## src/rtl/rgb_fade_ctrl.sv

```systemverilog
// RGB LED PWM sequencer: takes colour commands and walks each channel level 1 LSB per step.
// Define RGB_FADE_GAMMA_EN for a square-law gamma duty mapping; the default build is linear.
module rgb_fade_ctrl #(
  parameter int PWM_BITS  = 8,
  parameter int RATE_BITS = 8
) (
  input  logic                 sys_clk,
  input  logic                 rst,
  input  logic                 cmd_valid,
  output logic                 cmd_ready,
  input  logic [PWM_BITS-1:0]  cmd_r,
  input  logic [PWM_BITS-1:0]  cmd_g,
  input  logic [PWM_BITS-1:0]  cmd_b,
  input  logic [RATE_BITS-1:0] cmd_rate,
  output logic                 pwm_r,
  output logic                 pwm_g,
  output logic                 pwm_b,
  output logic                 busy,
  output logic                 done
);

  typedef enum logic [0:0] {
    ST_IDLE = 1'b0,
    ST_FADE = 1'b1
  } state_t;

  localparam logic [PWM_BITS-1:0]  LVL_ONE   = PWM_BITS'(1'b1);
  localparam logic [PWM_BITS-1:0]  CNT_MAX   = {PWM_BITS{1'b1}};
  localparam logic [RATE_BITS-1:0] RATE_ONE  = RATE_BITS'(1'b1);
  localparam logic [RATE_BITS-1:0] RATE_ZERO = {RATE_BITS{1'b0}};

  state_t                   state_q;
  logic [PWM_BITS-1:0]      pwm_cnt_q;
  logic [2:0][PWM_BITS-1:0] level_q;
  logic [2:0][PWM_BITS-1:0] level_d;
  logic [2:0][PWM_BITS-1:0] duty_q;
  logic [2:0][PWM_BITS-1:0] target_q;
  logic [2:0][PWM_BITS-1:0] cmd_lvl_s;
  logic [RATE_BITS-1:0]     rate_q;
  logic [RATE_BITS-1:0]     rate_cnt_q;
  logic [2:0]               pwm_q;
  logic                     done_q;
  logic                     boundary_s;
  logic                     xfer_s;
  logic                     jump_s;
  logic                     step_due_s;

  function automatic logic [PWM_BITS-1:0] duty_map(input logic [PWM_BITS-1:0] lvl);
`ifdef RGB_FADE_GAMMA_EN
    logic [2*PWM_BITS-1:0] sq;
    sq = lvl * lvl;
    return sq[2*PWM_BITS-1:PWM_BITS];
`else
    return lvl;
`endif
  endfunction

  assign cmd_lvl_s  = {cmd_b, cmd_g, cmd_r};
  assign boundary_s = (pwm_cnt_q == CNT_MAX);
  assign xfer_s     = cmd_valid && (state_q == ST_IDLE);
  assign jump_s     = (cmd_rate == RATE_ZERO) || (cmd_lvl_s == level_q);
  assign step_due_s = (rate_cnt_q <= RATE_ONE);

  assign cmd_ready = (state_q == ST_IDLE);
  assign busy      = (state_q == ST_FADE);
  assign done      = done_q;
  assign pwm_r     = pwm_q[0];
  assign pwm_g     = pwm_q[1];
  assign pwm_b     = pwm_q[2];

  // Each channel moves one LSB toward its target; a channel on target holds.
  always_comb begin
    level_d = level_q;
    for (int i = 0; i < 3; i++) begin
      if (level_q[i] < target_q[i]) begin
        level_d[i] = level_q[i] + LVL_ONE;
      end else if (level_q[i] > target_q[i]) begin
        level_d[i] = level_q[i] - LVL_ONE;
      end else begin
        level_d[i] = level_q[i];
      end
    end
  end

  // PWM counter, duty reload at the period boundary, and the command/fade FSM.
  always_ff @(posedge sys_clk or posedge rst) begin
    if (rst) begin
      state_q    <= ST_IDLE;
      pwm_cnt_q  <= '0;
      level_q    <= '0;
      duty_q     <= '0;
      target_q   <= '0;
      rate_q     <= RATE_ZERO;
      rate_cnt_q <= RATE_ZERO;
      pwm_q      <= 3'b000;
      done_q     <= 1'b0;
    end else begin
      pwm_cnt_q <= pwm_cnt_q + LVL_ONE;
      for (int i = 0; i < 3; i++) begin
        pwm_q[i] <= (pwm_cnt_q < duty_q[i]);
        if (boundary_s) begin
          duty_q[i] <= duty_map(level_q[i]);
        end
      end
      done_q <= 1'b0;

      case (state_q)
        ST_IDLE: begin
          if (xfer_s) begin
            target_q <= cmd_lvl_s;
            if (jump_s) begin
              level_q <= cmd_lvl_s;
              done_q  <= 1'b1;
            end else begin
              rate_q     <= cmd_rate;
              rate_cnt_q <= cmd_rate;
              state_q    <= ST_FADE;
            end
          end
        end
        ST_FADE: begin
          // Steps only land on boundaries, so the duty just loaded still uses the old level.
          if (boundary_s) begin
            if (step_due_s) begin
              level_q    <= level_d;
              rate_cnt_q <= rate_q;
              if (level_d == target_q) begin
                done_q  <= 1'b1;
                state_q <= ST_IDLE;
              end
            end else begin
              rate_cnt_q <= rate_cnt_q - RATE_ONE;
            end
          end
        end
        default: begin
          state_q <= ST_IDLE;
        end
      endcase
    end
  end

endmodule

```

## config.mk

```make
export PLATFORM = sky130hd
export DESIGN_NAME = rgb_fade_ctrl
export DESIGN_NICKNAME = d
export VERILOG_FILES = /design/src/rtl/rgb_fade_ctrl.sv
export SDC_FILE = /design/constraint.sdc
export NUM_CORES = 1
export LEC_CHECK = 0
export CORE_MARGIN = 2
export CORE_UTILIZATION = 31
export CTS_CLUSTER_SIZE = 25
export DETAILED_ROUTE_END_ITERATION = 7
export PLACE_DENSITY = 0.43
export SYNTH_ARGS = -nofsm -noshare
export SYNTH_HDL_FRONTEND = slang
export SYNTH_SLANG_ARGS = --single-unit
```

## constraint.sdc

```tcl
create_clock -name sys_clk -period 7.2 [get_ports sys_clk]
set_input_delay 0.72 -clock sys_clk [delete_from_list [all_inputs] [get_ports sys_clk]]
set_output_delay 0.72 -clock sys_clk [all_outputs]
set_load 0.01 [all_outputs]
```

==> summary.md <==
| Metric | Value |
|---|---|
| Startpoint types | `flop` |
| Post-synth top area cell | `dfrtp_1` |
| # rows | `57` |
| Largest net degree at the start of global routing | `80` |
| Setup_tns | `0 ns` |
| Placement Cell Area | `8244 um2` |
| CP delay by family, top | `compound AO/OA/AOI/OAI gates` |
| Syn Area/Cell | `8.250 um2` |
| Hold Buf Count CTS | `0` |
| Slew Limit Fails | `0` |
| First-pass detailed-route iteration total | `5` |
| Starting DRC count in detailed routing | `380` |
| GR Overflow Total | `0` |
| Primary FF master, synth | `dfrtp_1` |
| Fillers | `2,532` |
| Antenna diode count | `0` |
| Clock Latency Late Sink | `0.36 ns` |
| Syn nets | `1,011` |
| Synthesized instance count | `922` |
| DRC violations left | `0` |
| Initial core utilization | `0.3146` |
| CTS H-tree depth | `3` |
| Worst Path Arrival | `3.98 ns` |
| Ports | `41` |
| Core Box Area | `24,180 um2` |
| First-pass GRT wire length | `37,590 um` |
| Crit path cell chain | `inv_1 > ha_1 > nor2b_1 > o211ai_1 > a21oi_1 > nor4_1 > nor3_1 > a2111oi_0 > o2111ai_1 > nor4_1 > a31oi_1` |
| DR vias/cell | `5.254` |
| Setup Skew | `0.01466 ns` |
| CTS Buf Count | `9` |
| Clock tree from TritonCTS | `built` |
| DIE WIDTH | `160.6 um` |
| Layout cells sized above 1 | `0.05724` |
| EDFF count, synth | `0` |
| Placed Cells | `1,234` |
| Gr usage total | `0.1869` |
| Post_cts resized | `0` |
| Die Span Y | `160.6 um` |
| Number of nets in the layout | `1,010` |
| Top-area cell type share of the netlist area | `0.3323` |
| Worst setup path category | `reg -> reg` |
| Hold crit path type | `reg -> reg` |
| Ys Warns | `0` |
| Area Overhead vs Synth | `12.29%` |
| Post-synth top cells | `nand2_1 (107), dfrtp_1 (101), a21oi_1 (92)` |
| Final critical-path share of the clock period | `0.5213` |
| Outcome | `completed` |
| Slew @ Worst Pin | `0.9148 ns` |
| Die Area | `25,810 um2` |
| Post-route minimum period | `3.753 ns` |
| Critical path's slowest cell | `nor4_1` |
| Non-Filler Instances | `1,250` |
| Routed vias | `6,567` |
| Port Buffer Count | `40` |
| Worst rel slew slack | `0.3901` |
| Synth Register Bits | `101` |
| Worst vdd ir | `0.0001045 V` |
| Initial antenna violation count | `0` |
| CP bufs+invs | `1` |
| Top post-synthesis cells by area | `dfrtp_1 (33%), ha_1 (8.9%), a21oi_1 (6.1%)` |
| Post-CTS Setup Inserts | `0` |
| Top-count cell post-synth | `nand2_1` |
| Setup Viol. Count Final | `0` |
| Crit-path most repeated cell | `nor4_1` |
| Crit-path max cell delay | `0.79 ns` |
| Number of global-route vias before repair | `6,382` |
| CP Data Required Time | `7.43 ns` |
| Final Instance Area | `8541 um2` |
| CP endpoint kind | `flop` |
| Reg clk slew, reported paths | `0.09 ns` |
| Sink Count | `101` |
| Post-synth ARST share | `1.000` |
| Placed wire-length estimate | `17,420 um` |
| RSZ-0062 raised after global routing | `no` |
| Pwr dens | `159.5 nW/um2` |
| Crit-path max FO | `19` |
| Clk Tree Root Cell | `clkbuf_16` |
| Cell variety after synth | `67` |
| Fmax achieved | `0.2664 GHz` |
| Routed wire per std cell | `18.87 um` |
| GP Congestion | `0.9045` |
| Synthesized cell area | `7606 um2` |
| Sequential area share after synthesis | `0.3323` |
| Max Cap Viol | `0` |
| Antenna viol nets, final | `0` |
| DRT Wirelength | `23,590 um` |
| CTS max path bufs | `2` |
| Leak pwr | `0.003618 uW` |
| Final Util | `0.3533` |
| Final hold violations | `0` |
[placed cells by master (no fill, tap or decap), types with 4 or more instances in the layout]
| cell type | netlist | routed |
|---|---|---|
| a211oi_1 | 5 | 5 |
| nand2b_1 | 9 | 9 |
| mux2_2 | 14 | 14 |
| dfrtp_1 | 101 | 100 |
| o21ai_0 | 65 | 65 |
| and2_1 | 10 | 10 |
| buf_4 | 0 | 5 |
| nor4_1 | 14 | 14 |
| mux2i_1 | 11 | 11 |
| nor2b_1 | 12 | 11 |
| inv_1 | 57 | 56 |
| xnor2_1 | 51 | 51 |
| clkbuf_16 | 0 | 9 |
| o22ai_1 | 20 | 20 |
| a31oi_1 | 8 | 8 |
| o211ai_1 | 8 | 8 |
| a21o_1 | 13 | 13 |
| o31ai_1 | 5 | 5 |
| nand3_1 | 19 | 19 |
| and3_1 | 15 | 15 |
| a22o_1 | 4 | 4 |
| clkdlybuf4s50_1 | 0 | 40 |
| a21oi_1 | 92 | 92 |
| nand4_1 | 23 | 23 |
| and4_1 | 7 | 7 |
| xor2_1 | 14 | 14 |
| nand4b_1 | 4 | 4 |
| ha_1 | 54 | 54 |
| or2_2 | 5 | 5 |
| nand2_1 | 107 | 107 |
| nor3_1 | 14 | 14 |
| o21a_1 | 5 | 5 |
| nor2_1 | 44 | 44 |
| a2111oi_0 | 5 | 5 |
[flip-flops by register name (all words and copies together), names as in the netlist]
name / cells
busy: 1
pwm_q: 3
rate_q: 8
done: 1
duty_q: 24
pwm_cnt_q: 8
rate_cnt_q: 8
level_q: 24
target_q: 24
[per-stage QoR]
step	hold slack [ns]	setup slack (ns)	power [uW]
final	0.5027	3.447	1363
after global routing	0.5245	3.093	1431
after CTS	0.5065	3.498	1382
after detailed placement	0.4886	3.310	870.6
after global placement	0.4854	3.363	872.4
after floorplan	0.4728	3.833	785.9
[routing by layer]
metal / up-vias / global-route usage / share of wire
li1: 3312 / - / -
met2: 139 / 0.2962 / 0.46
met5: - / 0 / 0
met3: 27 / 0.02066 / 0.034
met4: 0 / 0.05446 / 0.022
met1: 3089 / 0.2687 / 0.49
[power by group]
group	internal (uW)	total, uW	leakage [uW]	switching [uW]
Clock	252	504	0.000144	253
Combinational	103	232	0.00218	129
Sequential	596	626	0.00130	29.9
[cell families after synthesis]
logic type | count (synthesis) | synth area share
buffers and inverters | 114 | 0.05659
AOI/OAI and AO/OA | 266 | 0.2153
DFF | 101 | 0.3323
xor gates and xnor gates | 65 | 0.07485
adders and majority gates | 54 | 0.08883
and+or+nand+nor | 297 | 0.1969
muxes | 25 | 0.03520
[cell type report]
cell class | count | area [um2] | area share
Clock buffer | 10 | 239.0 | 0.02798
Clock inverter | 6 | 57.56 | 0.006739
Inverter | 57 | 216.5 | 0.02534
Multi-Input combinational cell | 707 | 4656 | 0.5451
Sequential cell | 101 | 2529 | 0.2961
Tap cell | 324 | 405.4 | 0.04747
Timing Repair Buffer | 45 | 437.9 | 0.05127
[worst paths after layout]
check | start | cells past startpoint | to | slack (ns)
max | level_q[16]$_DFFE_PP0P_ | 11 | busy$_DFF_PP0_ | 3.45
min | rate_q[1]$_DFFE_PP0P_ | 1 | rate_q[1]$_DFFE_PP0P_ | 0.50
max reg2reg | level_q[16]$_DFFE_PP0P_ | 11 | busy$_DFF_PP0_ | 3.45
max in group asynchronous | rst | 3 | busy$_DFF_PP0_ | 5.21
min in group asynchronous | rst | 2 | pwm_cnt_q[0]$_DFF_PP0_ | 0.87
min reg2reg | rate_q[1]$_DFFE_PP0P_ | 1 | rate_q[1]$_DFFE_PP0P_ | 0.50
Power figures use the tool's default switching activity.
